===== config.mk =====
export PLATFORM = sky130hd
export DESIGN_NAME = imem_loader
export DESIGN_NICKNAME = d
export VERILOG_FILES = /design/src/rtl/imem_loader.sv
export SDC_FILE = /design/constraint.sdc
export NUM_CORES = 1
export LEC_CHECK = 0
export CORE_MARGIN = 2
export CORE_UTILIZATION = 53
export CTS_BUF_LIST = sky130_fd_sc_hd__clkbuf_4 sky130_fd_sc_hd__clkbuf_8 sky130_fd_sc_hd__clkbuf_16
export CTS_CLUSTER_DIAMETER = 30
export DETAILED_ROUTE_END_ITERATION = 16
export PLACE_DENSITY = 0.89
export SKIP_CTS_REPAIR_TIMING = 1
export SKIP_LAST_GASP = 1
export SYNTH_ARGS = -nofsm -noshare
export SYNTH_HDL_FRONTEND = slang
export SYNTH_SLANG_ARGS = --single-unit

===== constraint.sdc =====
create_clock -name clk -period 2.7 [get_ports clk]
set_clock_uncertainty 0.1 [all_clocks]
set_input_delay 0.675 -clock clk [delete_from_list [all_inputs] [get_ports clk]]
set_output_delay 0.675 -clock clk [all_outputs]
set_load 0.01 [all_outputs]

===== src/rtl/imem_loader.sv =====
// imem_loader: receives a program as a little-endian byte stream, assembles
// IW-bit instruction words, writes them into instruction memory one word at a
// time and then raises start to let the core run the freshly loaded program.
module imem_loader #(
   parameter int IMW = 4,
   parameter int IW  = 32
) (
   input  logic           clk,
   input  logic           rst_n,
   input  logic           load_req,
   input  logic [IMW:0]   load_len,
   input  logic           byte_valid,
   input  logic [7:0]     byte_data,
   output logic           byte_ready,
   output logic           im_we,
   output logic [IMW-1:0] im_addr,
   output logic [IW-1:0]  im_wdata,
   output logic           start,
   output logic           busy,
   output logic           err
);

   localparam int BPW = IW / 8;
   localparam int BIW = (BPW > 1) ? $clog2(BPW) : 1;

   // Largest legal program length is the full memory depth, 2^IMW words.
   localparam logic [IMW:0] MAX_LEN = {1'b1, {IMW{1'b0}}};

   typedef enum logic [1:0] {
      S_IDLE,
      S_RECV,
      S_WRITE,
      S_RUN
   } state_t;

   state_t         state_q, state_d;
   logic [IMW:0]   len_q, len_d;
   logic [IMW-1:0] wcnt_q, wcnt_d;
   logic [BIW-1:0] bidx_q, bidx_d;
   logic [IW-1:0]  word_q, word_d;
   logic           ready_q, ready_d;
   logic           we_q, we_d;
   logic [IMW-1:0] addr_q, addr_d;
   logic [IW-1:0]  wdata_q, wdata_d;
   logic           start_q, start_d;
   logic           busy_q, busy_d;
   logic           err_q, err_d;

   logic           xfer;
   logic           len_ok;
   logic           last_byte;
   logic           last_word;

   assign xfer      = byte_valid & ready_q;
   assign len_ok    = (load_len != '0) && (load_len <= MAX_LEN);
   assign last_byte = (bidx_q == BIW'(BPW - 1));
   assign last_word = ({1'b0, wcnt_q} == (len_q - (IMW + 1)'(1)));

   // Next-state and next-output computation; every output is registered from
   // the upcoming state so it lines up with the cycle that state is active.
   always_comb begin
      state_d = state_q;
      len_d   = len_q;
      wcnt_d  = wcnt_q;
      bidx_d  = bidx_q;
      word_d  = word_q;
      addr_d  = addr_q;
      wdata_d = wdata_q;
      err_d   = 1'b0;

      case (state_q)
         S_IDLE, S_RUN: begin
            if (load_req) begin
               if (len_ok) begin
                  len_d   = load_len;
                  wcnt_d  = '0;
                  bidx_d  = '0;
                  state_d = S_RECV;
               end else begin
                  err_d = 1'b1;
               end
            end
         end

         S_RECV: begin
            if (xfer) begin
               for (int unsigned k = 0; k < BPW; k++) begin
                  if (bidx_q == BIW'(k)) begin
                     word_d[8*k +: 8] = byte_data;
                  end
               end
               if (last_byte) begin
                  // The write port is loaded from the word including the byte
                  // accepted this edge, so WRITE needs no extra cycle.
                  bidx_d  = '0;
                  addr_d  = wcnt_q;
                  wdata_d = word_d;
                  state_d = S_WRITE;
               end else begin
                  bidx_d = bidx_q + BIW'(1);
               end
            end
         end

         S_WRITE: begin
            if (last_word) begin
               state_d = S_RUN;
            end else begin
               wcnt_d  = wcnt_q + IMW'(1);
               state_d = S_RECV;
            end
         end

         default: begin
            state_d = S_IDLE;
         end
      endcase

      ready_d = (state_d == S_RECV);
      we_d    = (state_d == S_WRITE);
      busy_d  = (state_d == S_RECV) || (state_d == S_WRITE);
      start_d = (state_d == S_RUN);
   end

   // State and registered outputs; reset clears everything at once.
   always_ff @(posedge clk or negedge rst_n) begin
      if (!rst_n) begin
         state_q <= S_IDLE;
         len_q   <= '0;
         wcnt_q  <= '0;
         bidx_q  <= '0;
         word_q  <= '0;
         ready_q <= 1'b0;
         we_q    <= 1'b0;
         addr_q  <= '0;
         wdata_q <= '0;
         start_q <= 1'b0;
         busy_q  <= 1'b0;
         err_q   <= 1'b0;
      end else begin
         state_q <= state_d;
         len_q   <= len_d;
         wcnt_q  <= wcnt_d;
         bidx_q  <= bidx_d;
         word_q  <= word_d;
         ready_q <= ready_d;
         we_q    <= we_d;
         addr_q  <= addr_d;
         wdata_q <= wdata_d;
         start_q <= start_d;
         busy_q  <= busy_d;
         err_q   <= err_d;
      end
   end

   assign byte_ready = ready_q;
   assign im_we      = we_q;
   assign im_addr    = addr_q;
   assign im_wdata   = wdata_q;
   assign start      = start_q;
   assign busy       = busy_q;
   assign err        = err_q;

endmodule


==> summary.txt, run 1 <==
NumNets Final - 409
Proportion of power drawn by combinational gates - 0.384
Mapped Avg Cell Area - 11.2 um^2
Avg WL per Cell - 14.9 um
Period utilisation layout - 0.919
Synthesized flop and latch total - 78
Least-Margin Pin Slew - 527 ps
Max Buffers Root-to-Sink - 2
Time the final worst path needs with I/O delays and setup - 2480 ps
Maximum achievable frequency - 0.403 GHz
Count of endpoints failing setup in the final report - 0
Yosys warns - 0
Die Footprint - 0.00732 mm^2
Worst path required time - 2900 ps
Total negative setup slack - 0 ps
H-tree depth - 3
Starting utilization of the core area - 0.552
Antenna violations before repair - 0
Worst r2r dst - busy$_DFF_PN0_
Switching power as a share of total power - 0.331
Number of cell rows - 29
Clock slew at the register clock pins of the worst setup and hold paths - 90 ps
Final wirelength - 6910 um
Power density cells - 1010 mW/mm^2
Vias per Instance - 5.39
Fraction of power consumed by sequential logic - 0.420
Number of enable flip-flop cells after synthesis - 0
Total non-filler cell area in the finished layout - 0.00442 mm^2
Die H - 85.6 um
Number of filler instances in the final layout - 480
Top FF cell, synth - sky130_fd_sc_hd__dfrtp_1
Synthesized netlist net count - 344
Critical path endpoint - busy$_DFF_PN0_
Setup repair after global routing missed its margin - no
Largest cells by area after synthesis - sky130_fd_sc_hd__dfrtp_1 55%, sky130_fd_sc_hd__mux2_2 8.3%, sky130_fd_sc_hd__nand2_1 7.8%
Worst R2R Path Depth - 9
Num ports - 58
Share of cells above drive strength 1 - 0.161
Startpoint Class - flop
Horizontal extent of the die - 85.6 um
Maximum number of pins on one net before global-route repair - 61
Total standard cell area after synthesis - 0.00352 mm^2
Post-synthesis sequential area ratio - 0.554
Clock sink count - 78
Critical Path End Type - flop
Post-Syn Instances - 316
Cell internal pwr - 2980 uW
Max-cap viol count - 0
Most frequent cells in the layout - 78 x sky130_fd_sc_hd__dfrtp_1, 73 x sky130_fd_sc_hd__nand2_1, 56 x sky130_fd_sc_hd__clkdlybuf4s50_1, 34 x sky130_fd_sc_hd__o21ai_0
Worst-Skew Late Latency - 350 ps
Synth-to-layout area growth - 25.5%
Buffers on Ports - 57
Final Slew Violations - 0
Clock root cell - sky130_fd_sc_hd__clkbuf_8
RD Place Congestion - 0.752
Detailed-router iteration count before antenna repair - 4
Number of antenna repair diodes - 0
Area of the multi-input gates - 0.00148 mm^2
Startpoint of the most critical register-to-register path - len_q[0]$_DFFE_PN0P_
Core Box Area - 0.00639 mm^2
Final-layout worst hold slack - 177 ps
Share of the synthesized area in the top cell type - 0.554
Violation count after the first detailed-route iteration - 114
Leakage dissipation - 0.00203 uW
Worst slew margin relative to its limit - 0.649
Final hold vios - 0
Power share of the clock group - 0.196
GRT Util Overall - 0.207
First-pass GRT wire length - 11800 um
Area taken by flip-flops and latches - 0.00195 mm^2
Antenna violation net count after detailed routing - 0
Vias in the first global route - 2512
Total number of vias - 2496
CTS Buf Count - 9
Arrival time of data at the critical path endpoint - 2680 ps
Run status - finished, final reports clean
Final core utilization - 0.692
Most common library cell in the layout ignoring fill and taps - sky130_fd_sc_hd__dfrtp_1
Hold Crit Class - input port to async pin
Number of DRC violations after detailed routing - 0
GRT Residual Overflow - 0
Placement-stage cell area - 0.00422 mm^2
Maximum fanout along the worst path - 6
CTS tree - built
Crit path launch - len_q[0]$_DFFE_PN0P_
Net switching power figure - 1480 uW
R2r setup slk - 220 ps
Detailed placement HPWL - 4830 um
Yosys cell types - 38
Post-synthesis async set-or-reset flop share - 1.00
Dominant cell type by area after synthesis - sky130_fd_sc_hd__dfrtp_1
Type of the worst setup path - flop to flop
Peak supply drop - 0.622 mV
## per-layer routing
| layer | global-route usage | part of all wire |
|---|---|---|
| met5 | 0 | 0 |
| met4 | 0.0664 | 0.0097 |
| met3 | 0.0539 | 0.057 |
| met2 | 0.351 | 0.49 |
| met1 | 0.260 | 0.44 |
## power by group through the flow
stage          clock (uW)  sequential, uW  combinational, uW
3_5_place_dp            0            1890               1710
3_3_place_gp            0            1860               1640
2_1_floorplan           0            1940                918
6_report              873            1870               1710
5_1_grt               937            1930               1880
4_1_cts               890            1870               1730
## cell families after synthesis
logic type                 count (synthesis)  share of synthesized area
buffers and inverters                     24                     0.0277
AOI/OAI and AO/OA                         48                     0.0806
and+or+nand+nor                           96                      0.121
DFF                                       78                      0.554
muxes                                     53                      0.163
adders and majority gates                 11                     0.0390
xor gates and xnor gates                   6                     0.0149
## through the flow
| stage | total power [uW] | cells | worst slack (ps) |
|---|---|---|---|
| after floorplan | 2850 | 316 | 313 |
| after global placement | 3500 | 447 | 6.88 |
| after detailed placement | 3610 | 447 | -3.04 |
| after CTS | 4490 | 463 | 219 |
| after global routing | 4750 | 463 | 67.1 |
| final | 4450 | 463 | 218 |
## layout make-up
| cell class | count | area share |
|---|---|---|
| Clock buffer | 9 | 0.0280 |
| Clock inverter | 7 | 0.0167 |
| Inverter | 10 | 0.00849 |
| Multi-Input combinational cell | 214 | 0.334 |
| Sequential cell | 78 | 0.441 |
| Tap cell | 77 | 0.0218 |
| Timing Repair Buffer | 68 | 0.150 |
## worst max-delay path: stages, from the launching register on
cell and delay, ps:
sky130_fd_sc_hd__dfrtp_1 410, sky130_fd_sc_hd__inv_1 90, sky130_fd_sc_hd__ha_1 210, sky130_fd_sc_hd__nor4bb_1 300
sky130_fd_sc_hd__a22oi_1 150, sky130_fd_sc_hd__a211oi_2 400, sky130_fd_sc_hd__nor2_1 160, sky130_fd_sc_hd__o22ai_1 270
sky130_fd_sc_hd__ha_1 280, sky130_fd_sc_hd__inv_1 50
## worst min-delay path by stage
stage | endpoint | slack (ps) | depth (start not counted)
2_1_floorplan | bidx_q[0]$_DFFE_PN0P_ | 280 | 0
3_3_place_gp | im_wdata[26]$_DFFE_PN0P_ | 360 | 2
3_5_place_dp | im_wdata[29]$_DFFE_PN0P_ | 360 | 2
4_1_cts | im_wdata[14]$_DFFE_PN0P_ | 180 | 1
5_1_grt | im_wdata[14]$_DFFE_PN0P_ | 200 | 1
6_report | im_wdata[14]$_DFFE_PN0P_ | 180 | 1
## synth_stat cells, drive strengths merged (3+ instances only)
master  number
inv         10
clkbuf      12
a21oi        3
mux2i       27
nor2         6
dfrtp       78
o21ai       34
ha          11
nand3        5
mux2        26
xnor2        4
nand2       73
## flip-flops by register name (all words and copies together), names as in the netlist
name        count
im_wdata       32
word_q         24
len_q           5
im_addr         4
wcnt_q          4
bidx_q          2
state_q         2
busy            1
byte_ready      1
err             1
im_we           1
start           1
No activity file was read; power rests on OpenSTA's default activity.
==> run 2, diff against run 1 <==
Settings changed: CORE_UTILIZATION 53 to 48, PLACE_DENSITY 0.89 to 0.86.
Clock period 2.7 ns to 2.2 ns, I/O delays scaled along.
==> run 2 against run 1 <==
  * Clock-buffer cell count up 1
  * Register-to-register slack got worse by 120 ps
  * Utilization is 4.5 points lower
  * Wire length up 4.1%
  * Critical path type unchanged
  * Critical endpoint unchanged
==> summary.txt, run 2 (synthesis results as in run 1) <==
H-tree depth - 3 (unchanged)
Critical path, cell by cell - inv_2 -> ha_1 -> buf_4 -> nand4b_1 -> a21o_1 -> a211oi_2 -> nor2_2 -> o22ai_2 -> ha_1 -> inv_1
Max reg flops - 32 (unchanged)
Leakage dissipation - 0.00216 uW (+6.3%)
R2r setup slk - 100 ps (-120 ps)
Type of the worst setup path - flop to flop
Clock slew at the register clock pins of the worst setup and hold paths - 80 ps (about the same)
Worst path required time - 2390 ps (-510 ps)
Run status - finished, final reports clean
GRT Util Overall - 0.194 (-0.0129)
Time the final worst path needs with I/O delays and setup - 2100 ps (-383 ps)
Number of DRC violations after detailed routing - 0 (unchanged)
Max-cap viol count - 0 (unchanged)
Synth-to-layout area growth - 31.8%
RD Place Congestion - 0.824 (+9.6%)
Clock sink count - 78 (unchanged)
Worst r2r dst - busy$_DFF_PN0_
Total number of vias - 2573 (+3.1%)
Global-route met1 utilization - 0.235 (-0.0247)
Die H - 89.7 um (+4.8%)
Antenna violation net count after detailed routing - 0 (unchanged)
Worst slew margin relative to its limit - 0.644 (-0.00505)
Busiest layer in global routing - met2
Number of antenna repair diodes - 0 (unchanged)
Max Buffers Root-to-Sink - 2 (unchanged)
Met2 Usage GRT - 0.332 (-0.0186)
Die Footprint - 0.00804 mm^2 (+9.9%)
Violation count after the first detailed-route iteration - 78 (-32%)
CTS tree - built
Starting utilization of the core area - 0.491 (-0.0607)
Num ports - 58 (unchanged)
Detailed-router iteration count before antenna repair - 4 (unchanged)
Most frequent cell on the critical path - sky130_fd_sc_hd__ha_1
Clock root cell - sky130_fd_sc_hd__clkbuf_8
Final core utilization - 0.648 (-0.0448)
Final Slew Violations - 0 (unchanged)
Delay of the slowest cell on the worst path - 410 ps (about the same)
Maximum number of pins on one net before global-route repair - 61 (unchanged)
Share of cells above drive strength 1 - 0.205 (+0.0444)
Buffers on Ports - 57 (unchanged)
Antenna violations before repair - 0 (unchanged)
Final wirelength - 7200 um (+4.1%)
Number of cell rows - 31 (+6.9%)
Final hold vios - 0 (unchanged)
Maximum fanout along the worst path - 3 (-3)
Most frequent cells in the layout - 78 x sky130_fd_sc_hd__dfrtp_1, 73 x sky130_fd_sc_hd__nand2_1, 53 x sky130_fd_sc_hd__clkdlybuf4s50_1, 34 x sky130_fd_sc_hd__o21ai_0, 26 x sky130_fd_sc_hd__mux2_2
Met3 Resource Use GR - 0.0448 (-0.00911)
Least-Margin Pin Slew - 535 ps (+7.57 ps)
Horizontal extent of the die - 89.7 um (+4.8%)
Number of filler instances in the final layout - 546 (+14%)
Most common library cell in the layout ignoring fill and taps - sky130_fd_sc_hd__dfrtp_1
Worst-Skew Late Latency - 350 ps (about the same)
GRT Residual Overflow - 0 (unchanged)
Power density cells - 1210 mW/mm^2 (+20%)
Overall power after layout - 5610 uW (+26%)
Crit path max-delay cell type - sky130_fd_sc_hd__dfrtp_1
Period utilisation layout - 0.954 (+0.0346)
Worst R2R Path Depth - 10 (+1)
First-pass GRT wire length - 11700 um (-0.65%)
NumNets Final - 423 (+3.4%)
Core Box Area - 0.00718 mm^2 (+12%)
Vias per Instance - 5.16 (-4.4%)
Startpoint Class - flop
Count of endpoints failing setup in the final report - 0 (unchanged)
CTS Buf Count - 9 (unchanged)
Avg WL per Cell - 14.4 um (-3.4%)
Startpoint of the most critical register-to-register path - len_q[0]$_DFFE_PN0P_
Critical Path End Type - flop
Detailed placement HPWL - 5090 um (+5.4%)
Hold Crit Class - input port to async pin
Vias in the first global route - 2537 (+1.0%)
Peak supply drop - 0.581 mV (-6.6%)
Arrival time of data at the critical path endpoint - 2290 ps (-390 ps)
Maximum achievable frequency - 0.476 GHz (+18%)
[run 2: cell types whose count changed in the layout (fill, tap and decap cells not counted), moves of 3 or more]
cell                              delta
sky130_fd_sc_hd__buf_4              +10
sky130_fd_sc_hd__buf_12              +4
sky130_fd_sc_hd__clkdlybuf4s50_1     -3
sky130_fd_sc_hd__dlymetal6s2s_1      +3
[run 2: worst max-delay path by stage]
stage | startpoint | endpoint
floorplan | load_len[2] | wcnt_q[2]$_DFFE_PN0P_
global placement | load_len[2] | busy$_DFF_PN0_
detailed placement | load_len[2] | busy$_DFF_PN0_
CTS | len_q[0]$_DFFE_PN0P_ | busy$_DFF_PN0_
global route | len_q[0]$_DFFE_PN0P_ | busy$_DFF_PN0_
finish | len_q[0]$_DFFE_PN0P_ | busy$_DFF_PN0_
[run 2: worst max-delay path: cells and delay by family, from the launching register on]
family,cells,cell delay [ps]
compound gates,3,700
fa+ha+maj,2,420
flops,1,410
buf+inv,3,240
simple gates,2,180
[run 2: per-layer routing]
metal | part of all wire | wire (um) | vias to the layer above
met2 | 0.51 | 3660 | 61
met1 | 0.43 | 3110 | 1265
met5 | 0 | 0 | -
li1 | - | - | 1239
met4 | 0.014 | 101 | 0
met3 | 0.045 | 325 | 8
[run 2: through the flow]
step | setup TNS (ps) | cell area (um^2) | hold WS (ps) | std cells | setup slack (ps)
floorplan | 0 | 3530 | 154 | 316 | 2.01
global placement | -3000 | 4390 | 359 | 480 | -326
detailed placement | -3740 | 4390 | 361 | 480 | -400
CTS | -62.5 | 4590 | 78.3 | 496 | -61.9
global route | -48.5 | 4650 | 104 | 499 | -48.5
finish | 0 | 4650 | 68.6 | 499 | 101
[run 2: cell type report]
type	count	area (um^2)	area share
tap	99	124	0.0267
timing repair buffer	82	826	0.178
sequential	78	1950	0.420
inverter	10	37.5	0.00808
clock buffer	10	138	0.0296
clock inverter	6	68.8	0.0148
multi-input combinational	214	1500	0.323
[run 2: where the power goes]
part           switching, uW  internal (uW)
registers                335           1980
clock network            529            561
logic                    964           1240
total                   1830           3780
==> run 3, diff against run 2 <==
Clock period 2.2 ns to 1.9 ns, I/O delays scaled along.
==> run 3 against run 2 <==
  * The run now ends with negative setup slack left
  * Sequential power up 16%
  * Power grew 22%
  * Hold slack better by 280 ps
  * Clock power up 41%
  * Sequential share of layout area decreased by 1.6 points
  * Critical path depth decreased by 1
  * Wire length grew 1.8%
  * Die area unchanged
  * Clock-buffer cell count grew 1
  * Final area increased by 3.9%
  * Critical path type unchanged
  * Largest power group unchanged
==> summary.txt, run 3 (synthesis results as in run 1) <==
Violation count after the first detailed-route iteration - 111 (+42%)
Type of the worst setup path - flop to flop
Vias per Instance - 5.07 (-1.7%)
Number of cell rows - 31 (unchanged)
Total non-filler cell area in the finished layout - 0.00483 mm^2 (+3.9%)
Worst path required time - 2090 ps (-300 ps)
RD Place Congestion - 0.825 (about the same)
Startpoint of the most critical register-to-register path - len_q[0]$_DFFE_PN0P_
H-tree depth - 3 (unchanged)
Final wirelength - 7330 um (+1.8%)
Maximum number of pins on one net before global-route repair - 61 (unchanged)
Failing checks - negative setup slack
Starting utilization of the core area - 0.491 (unchanged)
Max reg flops - 32 (unchanged)
Core Box Area - 0.00718 mm^2 (unchanged)
Startpoint Class - flop
Final hold vios - 0 (unchanged)
Least-Margin Pin Slew - 401 ps (-133 ps)
Buffers on Ports - 57 (unchanged)
Clock root cell - sky130_fd_sc_hd__clkbuf_8
Detailed-router iteration count before antenna repair - 4 (unchanged)
Max-cap viol count - 0 (unchanged)
First-pass GRT wire length - 12100 um (+3.2%)
CTS tree - built
CTS Buf Count - 9 (unchanged)
Number of filler instances in the final layout - 529 (-3.1%)
Share of cells above drive strength 1 - 0.243 (+0.0377)
Power density cells - 1420 mW/mm^2 (+18%)
Maximum fanout along the worst path - 4 (+1)
Worst hold path depth - 3
Clock sink count - 78 (unchanged)
Most common library cell in the layout ignoring fill and taps - sky130_fd_sc_hd__dfrtp_1
Count of endpoints failing setup in the final report - 3 (+3)
R2r setup slk - -70 ps (-180 ps)
Final setup slack of the worst path - -74.2 ps (-175 ps)
GRT Util Overall - 0.198 (+0.00465)
GRT Residual Overflow - 0 (unchanged)
Vias in the first global route - 2628 (+3.6%)
Antenna violation net count after detailed routing - 0 (unchanged)
NumNets Final - 435 (+2.8%)
Time the final worst path needs with I/O delays and setup - 1970 ps (-125 ps)
Antenna violations before repair - 0 (unchanged)
Leakage dissipation - 0.00229 uW (+6.1%)
Max Buffers Root-to-Sink - 2 (unchanged)
Critical path endpoint - busy$_DFF_PN0_
Peak supply drop - 0.759 mV (+31%)
Die H - 89.7 um (unchanged)
Arrival time of data at the critical path endpoint - 2160 ps (-130 ps)
Period utilisation layout - 1.04 (+0.0851)
Avg WL per Cell - 14.3 um (-0.56%)
Crit path launch - len_q[0]$_DFFE_PN0P_
Number of antenna repair diodes - 0 (unchanged)
Number of DRC violations after detailed routing - 0 (unchanged)
Setup repair after global routing missed its margin - yes
Horizontal extent of the die - 89.7 um (unchanged)
Num ports - 58 (unchanged)
Worst r2r dst - busy$_DFF_PN0_
Most frequent cells in the layout - 77 x sky130_fd_sc_hd__dfrtp_1, 73 x sky130_fd_sc_hd__nand2_1, 50 x sky130_fd_sc_hd__clkdlybuf4s50_1, 32 x sky130_fd_sc_hd__buf_4, 31 x sky130_fd_sc_hd__o21ai_0
Clock slew at the register clock pins of the worst setup and hold paths - 80 ps (about the same)
Worst-Skew Late Latency - 350 ps (about the same)
Run status - finished, violations left
Synth-to-layout area growth - 37.0%
Final Slew Violations - 0 (unchanged)
Total number of vias - 2591 (+0.70%)
Worst R2R Path Depth - 9 (-1)
Detailed placement HPWL - 5200 um (+2.3%)
Die Footprint - 0.00804 mm^2 (unchanged)
Hold Crit Class - input port to flop
Worst slew margin relative to its limit - 0.733 (+0.0890)
Placement-stage cell area - 0.00447 mm^2 (+1.8%)
Maximum achievable frequency - 0.507 GHz (+6.3%)
Final core utilization - 0.673 (+0.0255)
Critical Path End Type - flop
-- run 3: worst min-delay path by stage --
stage                           start                  endpoint  slack, ps
final                     load_len[0]      len_q[0]$_DFFE_PN0P_        350
after floorplan                 rst_n     bidx_q[0]$_DFFE_PN0P_         80
after global placement          rst_n  im_wdata[10]$_DFFE_PN0P_        320
after detailed placement        rst_n  im_wdata[22]$_DFFE_PN0P_        330
after CTS                       rst_n  im_wdata[22]$_DFFE_PN0P_        -50
after global routing      load_len[0]      len_q[0]$_DFFE_PN0P_        350
-- run 3: power breakdown --
| group | total [uW] | leakage (uW) | internal [uW] | switching (uW) |
|---|---|---|---|---|
| combinational | 2650 | 0.00115 | 1520 | 1140 |
| sequential | 2670 | 0.00102 | 2290 | 378 |
| clock | 1540 | 0.000123 | 926 | 612 |
-- run 3: area by class of cell --
type	instances	area, um^2	share of cell area
Multi-Input combinational cell	214	1540	0.318
Inverter	10	37.5	0.00777
Clock buffer	11	145	0.0301
Sequential cell	78	1950	0.404
Timing Repair Buffer	94	926	0.192
Clock inverter	5	106	0.0220
Tap cell	99	124	0.0256
-- run 3: routing by layer --
metal  global-route usage  routed length [um]  vias to the layer above
met3               0.0576                 356                        8
li1                     -                   -                     1258
met1                0.246                3190                     1259
met5                    0                   0                        -
met2                0.338                3680                       66
met4               0.0597                 102                        0
-- run 3: worst max-delay path: stages (launching register included) --
cell and delay, ps:
sky130_fd_sc_hd__dfrtp_1 400, sky130_fd_sc_hd__inv_2 80, sky130_fd_sc_hd__ha_4 140, sky130_fd_sc_hd__nor4bb_4 190, sky130_fd_sc_hd__a22oi_2 120, sky130_fd_sc_hd__a211oi_2 300, sky130_fd_sc_hd__nor2_2 90, sky130_fd_sc_hd__o22ai_2 170
sky130_fd_sc_hd__ha_1 250, sky130_fd_sc_hd__inv_1 60
-- run 3: metrics by stage --
step	instances	hold slack, ps	total power, uW	setup TNS, ps	worst slack [ps]
2_1_floorplan	316	79.4	4080	-362	-168
3_3_place_gp	489	322	5160	-10860	-555
3_5_place_dp	489	334	5290	-13520	-624
4_1_cts	505	-49.9	6830	-1930	-256
5_1_grt	511	347	7330	-879	-212
6_report	511	348	6860	-140	-74.2
